**config.mk**
```make
export PLATFORM = sky130hd
export DESIGN_NAME = alu_iter
export DESIGN_NICKNAME = d
export VERILOG_FILES = /design/src/rtl/alu_iter.sv
export SDC_FILE = /design/constraint.sdc
export NUM_CORES = 1
export LEC_CHECK = 0
export ABC_CLOCK_PERIOD_IN_PS = 12300
export CELL_PAD_IN_SITES_DETAIL_PLACEMENT = 2
export CELL_PAD_IN_SITES_GLOBAL_PLACEMENT = 2
export CORE_ASPECT_RATIO = 1.5
export CORE_MARGIN = 1.5
export CORE_UTILIZATION = 42
export CTS_CLUSTER_DIAMETER = 40
export DETAILED_ROUTE_END_ITERATION = 16
export DONT_BUFFER_PORTS = 1
export PLACE_DENSITY = 0.95
export SYNTH_ARGS = -nofsm -noshare
export SYNTH_HDL_FRONTEND = slang
export SYNTH_SLANG_ARGS = --single-unit
export TNS_END_PERCENT = 30
```
**constraint.sdc**
```tcl
create_clock -name clk -period 12.3 [get_ports clk]
set_input_delay 1.23 -clock clk [delete_from_list [all_inputs] [get_ports clk]]
set_output_delay 1.23 -clock clk [all_outputs]
set_load 0.01 [all_outputs]
```
**src/rtl/alu_iter.sv**
```systemverilog
// alu_iter: handshaked unsigned ALU. Add/sub/illegal finish in the accept
// cycle; multiply (shift-add) and divide (restoring) take WIDTH iterations.
// Optional macro ALU_ITER_FLAGS_EN adds the registered flags[1:0] output
// (bit 0 = result zero, bit 1 = carry/borrow/overflow).
module alu_iter #(
  parameter  int WIDTH = 40,
  localparam int CNT_W = $clog2(WIDTH) + 1
) (
  input  logic             clk,
  input  logic             rst,
  input  logic             in_valid,
  output logic             in_ready,
  input  logic [WIDTH-1:0] a,
  input  logic [WIDTH-1:0] b,
  input  logic [4:0]       s,
  output logic             out_valid,
  output logic [WIDTH-1:0] out,
  output logic [WIDTH-1:0] rem,
  output logic             err
`ifdef ALU_ITER_FLAGS_EN
  ,
  output logic [1:0]       flags
`endif
);

  localparam logic [4:0] OP_ADD = 5'b00101;
  localparam logic [4:0] OP_SUB = 5'b00110;
  localparam logic [4:0] OP_MUL = 5'b01000;
  localparam logic [4:0] OP_DIV = 5'b01011;

  typedef enum logic [1:0] {IDLE, MUL, DIV} state_e;

  state_e             state, state_next;
  logic               accept;
  logic               last_iter;
  logic [CNT_W-1:0]   cnt;
  // Multiplicand (mul) or divisor (div), captured at accept.
  logic [WIDTH-1:0]   opnd;
  // Mul: {partial product high, multiplier/low product}.
  // Div: {partial remainder, dividend/quotient}.
  logic [2*WIDTH-1:0] p;
  logic [2*WIDTH-1:0] iter_next;
  logic [WIDTH:0]     mul_sum;
  logic [WIDTH:0]     div_shift;
  logic [WIDTH:0]     div_diff;
  logic               div_ge;
  logic [WIDTH-1:0]   add_res;
  logic               res_valid;
  logic [WIDTH-1:0]   res_out;
  logic [WIDTH-1:0]   res_rem;
  logic               res_err;

  assign in_ready  = (state == IDLE);
  assign accept    = in_valid && in_ready;
  assign last_iter = (cnt == CNT_W'(WIDTH - 1));

  // State register.
  always_ff @(posedge clk or posedge rst) begin
    // NOTE: sequential state is written with <= so every register samples the
    // pre-edge values; blocking here would create order-dependent races.
    if (rst) state <= IDLE;
    else     state <= state_next;
  end

  // Next-state logic: iterative ops leave IDLE, return on the last iteration.
  always_comb begin
    // NOTE: every output of a combinational block gets a default first, so
    // no path leaves it unassigned and no latch is inferred.
    state_next = state;
    case (state)
      IDLE: begin
        if (accept && s == OP_MUL)      state_next = MUL;
        else if (accept && s == OP_DIV) state_next = DIV;
      end
      MUL, DIV: begin
        if (last_iter) state_next = IDLE;
      end
      default: state_next = IDLE;
    endcase
  end

  // One iteration step of shift-add multiply and restoring divide.
  always_comb begin
    mul_sum   = {1'b0, p[2*WIDTH-1:WIDTH]} + (p[0] ? {1'b0, opnd} : '0);
    div_shift = p[2*WIDTH-1:WIDTH-1];
    div_ge    = (div_shift >= {1'b0, opnd});
    div_diff  = div_shift - {1'b0, opnd};
    if (state == MUL)
      iter_next = {mul_sum, p[WIDTH-1:1]};
    else
      iter_next = {(div_ge ? div_diff[WIDTH-1:0] : div_shift[WIDTH-1:0]),
                   p[WIDTH-2:0], div_ge};
  end

`ifdef ALU_ITER_FLAGS_EN
  logic add_carry;
  logic res_ovf;

  assign {add_carry, add_res} = {1'b0, a} + {1'b0, b};

  // Carry/borrow/overflow for whichever result is being registered.
  always_comb begin
    res_ovf = 1'b0;
    if (state == IDLE) begin
      case (s)
        OP_ADD:  res_ovf = add_carry;
        OP_SUB:  res_ovf = (a < b);
        default: res_ovf = 1'b0;
      endcase
    end else if (state == MUL) begin
      res_ovf = |iter_next[2*WIDTH-1:WIDTH];
    end
  end

  // Flags register, updated together with out.
  always_ff @(posedge clk or posedge rst) begin
    if (rst)            flags <= 2'b00;
    else if (res_valid) flags <= {res_ovf, (res_out == '0)};
  end
`else
  assign add_res = a + b;
`endif

  // Result selection: single-cycle ops at accept, iterative ops at the end.
  always_comb begin
    res_valid = 1'b0;
    res_out   = '0;
    res_rem   = '0;
    res_err   = 1'b0;
    if (state == IDLE) begin
      if (accept) begin
        case (s)
          OP_ADD: begin
            res_valid = 1'b1;
            res_out   = add_res;
          end
          OP_SUB: begin
            res_valid = 1'b1;
            res_out   = a - b;
          end
          OP_MUL, OP_DIV: res_valid = 1'b0;
          default: begin
            res_valid = 1'b1;
            res_err   = 1'b1;
          end
        endcase
      end
    end else if (last_iter) begin
      res_valid = 1'b1;
      res_out   = iter_next[WIDTH-1:0];
      if (state == DIV) begin
        // A zero divisor naturally yields all-ones quotient and rem = a.
        res_rem = iter_next[2*WIDTH-1:WIDTH];
        res_err = (opnd == '0);
      end
    end
  end

  // Datapath and result registers.
  always_ff @(posedge clk or posedge rst) begin
    // NOTE: the iteration registers are reset too; they are few and a clean
    // state after reset keeps an abandoned operation from leaking anywhere.
    if (rst) begin
      cnt       <= '0;
      opnd      <= '0;
      p         <= '0;
      out_valid <= 1'b0;
      out       <= '0;
      rem       <= '0;
      err       <= 1'b0;
    end else begin
      out_valid <= res_valid;
      if (res_valid) begin
        out <= res_out;
        rem <= res_rem;
        err <= res_err;
      end
      if (accept) begin
        cnt  <= '0;
        opnd <= (s == OP_MUL) ? a : b;
        p    <= (s == OP_MUL) ? {{WIDTH{1'b0}}, b} : {{WIDTH{1'b0}}, a};
      end else if (state == MUL || state == DIV) begin
        cnt <= cnt + CNT_W'(1);
        p   <= iter_next;
      end
    end
  end

endmodule

```
==> results.md <==
* Fraction of layout cells with a size suffix above 1 at 0.0627
* Synth top area cells: dfrtp_1, ha_1, a21oi_1, nand2_1, nor2_1
* Mapped Cells at 2321
* Die area at 0.0448 mm^2
* Mapped cell area at 0.0183 mm^2
* TritonCTS clock tree: done
* DRT antenna net count at 0
* H-tree Lvls at 2
* Worst slew margin at 0.132
* Initial DRT Pass Iterations at 5
* Leading area contributor after synthesis: dfrtp_1
* CTS Buffer Depth at 3
* Post-synthesis sequential area ratio at 0.289
* Most instantiated cells after synthesis: nand2_1, nor2_1, a21oi_1
* Worst-path clk slew at 60 ps
* Final Skew at 37.6 ps
* First-pass GRT wire length at 146000 um
* Post-synth cell types at 85
* Max Fclk at 158 MHz
* Detailed Place HPWL at 61100 um
* CP arrival at 6720 ps
* RSZ-0062 raised after global routing: no
* Vias in the first global route at 23100
* Worst Path Required at 12690 ps
* Layout net count at 2467
* Setup bufs post-CTS at 0
* Ys Warns at 0
* Commonest register cell after synthesis: dfrtp_1
* Drt drc at 0
* CP delay by family, top: compound AO/OA/AOI/OAI gates
* Crit-path max FO at 9
* Core Footprint at 0.0429 mm^2
* Leakage power at 0.00905 uW
* Total gr overflow at 0
* Root Buffer: clkbuf_16
* # rows at 93
* Area after DPL at 0.0187 mm^2
* Buf/Inv on CP at 1
* WHS at 548 ps
* Minimum clock period after layout at 6340 ps
* CTS Buf Count at 38
* Post-synth EDFFs at 0
* Hold buffer count at cts at 0
* Least-Margin Pin Slew at 1300 ps
* Share of the synthesized area in the top cell type at 0.289
* Area grow syn2layout at 8.94%
* Chip height at 258 um
* Initial core utilization at 0.426
* Worst setup EP type: flop
* Via density at 7.11
* CTS sink cnt at 211
* Final non-filler cell area at 0.0199 mm^2
* Initial antenna violation count at 5
* Yosys reg bits at 211
* Count leader, synth: nand2_1
* Slowest cell on the critical path: o31ai_2
* Setup TNS at 0 ps
* Iteration-0 DRC Markers at 1451
* Pwr Density at 280 mW/mm^2
* Vias at 20300
* Status: finished clean
* DRT Wirelength at 95900 um
* Crit path largest cell delay at 690 ps
* Global placer's final weighted congestion at 0.959
* Worst setup SP type: input pin
* Ys async rst share at 1.00
* I/O pin cnt at 171
* Tcrit/Tclk final at 0.515
* Post-CTS sizing at 0
* Worst-skew pair later-pin latency at 570 ps
* Syn nets at 2536
* Largest net degree at the start of global routing at 95
* Chip Width at 173 um
* WS Path Type: in2reg
* Max IR drop VDD at 0.125 mV
* Hold Path Class: reg2reg
* CP cell instances: inv_1, ha_1, nand2b_1, or4_1, or2_1, nor2_1, nand2_1, o31ai_2, nand2_1, xnor2_1, ha_1, a21oi_1, o21bai_1, a21o_1, a21oi_1, o21ai_0, a31oi_1, o41ai_2, a311oi_1, xor2_1, o221ai_1
* Port Buf Inserts at 0
* Wire per inst at 33.6 um
* # Max-Cap Violations at 0
* Final hold vios at 0
* Max-slew violations at 0
* Endpoints failing setup at 0
* Gr usage total at 0.423
* Syn_area_per_cell at 7.87 um^2
tightest hold or removal path, delay by kind of cell (launching register included):
kind             cells  cell delay (ps)
AO/OA/AOI/OAI        1               60
flip-flops           1              390
AND/OR/NAND/NOR      1               60
cell families (layout without fill, tap and decap cells):
logic type               count (synthesis)  count (layout)  synth area share
buffers and inverters                  221             179            0.0468
XOR/XNOR                               138             138            0.0661
AND/OR/NAND/NOR                        774             774             0.194
flip-flops                             211             211             0.289
adder cells (fa/ha/maj)                127             127            0.0882
other                                    0               2                 0
AO/OA/AOI/OAI                          783             783             0.278
multiplexers                            67              67            0.0374
metrics by stage:
stage	setup slack, ps	total power (uW)	utilization	instances
final	5960	5580	0.464	2851
after global routing	5670	5780	0.464	2850
after CTS	6100	5440	0.464	2849
after detailed placement	5860	4190	0.435	2782
after global placement	6010	3920	0.435	2782
after floorplan	5300	3170	-	2321
report_power, final:
group	internal (uW)	switching, uW	total (uW)
clock	619	438	1060
combinational	1060	2230	3290
sequential	896	339	1230
total	2580	3010	5580
per-layer routing:
layer  GRT usage  share of wire
met5           0        0.00046
met4       0.332          0.087
met3       0.106          0.078
met2       0.737           0.49
met1       0.433           0.34
worst paths after layout:
path,startpoint,to,slack (ps),depth (start not counted)
worst max-delay path,b[1],out[35],5960,21
worst min-delay path,rem[22],rem[22],550,2
worst max register to register,p[0],p[78],6830,13
worst min register to register,rem[22],rem[22],550,2
max in group asynchronous,rst,p[30],10220,2
min in group asynchronous,rst,p[46],620,1
cell type report:
| type | count | area, um^2 |
|---|---|---|
| sequential | 211 | 5280 |
| antenna | 2 | 5.00 |
| inverter | 88 | 339 |
| clock buffer | 45 | 1020 |
| timing repair buffer | 24 | 180 |
| multi-input combinational | 1889 | 12200 |
| fill | 4733 | 23000 |
| clock inverter | 22 | 194 |
| tap | 570 | 713 |
sequential cells by signal (all words and copies together) (netlist names):
signal     cells
out           40
out_valid      1
rem           40
cnt            7
opnd          40
state          2
err            1
p             80
cell usage in the layout (no fill, tap or decap), types with 18 or more instances in the layout:
master	instances
o211ai_1	19
xor2_1	60
ha_1	123
nand4_1	22
and3_1	33
a21oi_1	226
dfrtp_1	211
nor4_1	18
nor3_1	31
and2_1	54
o21ai_0	124
clkbuf_16	38
a21o_1	71
inv_1	86
nand3_1	30
mux2i_1	56
xnor2_1	78
a31oi_1	59
a211oi_1	28
nand2_1	288
nor2_1	225
o221ai_1	34
buf_4	24
o22ai_1	53
Power figures use the tool's default switching activity.
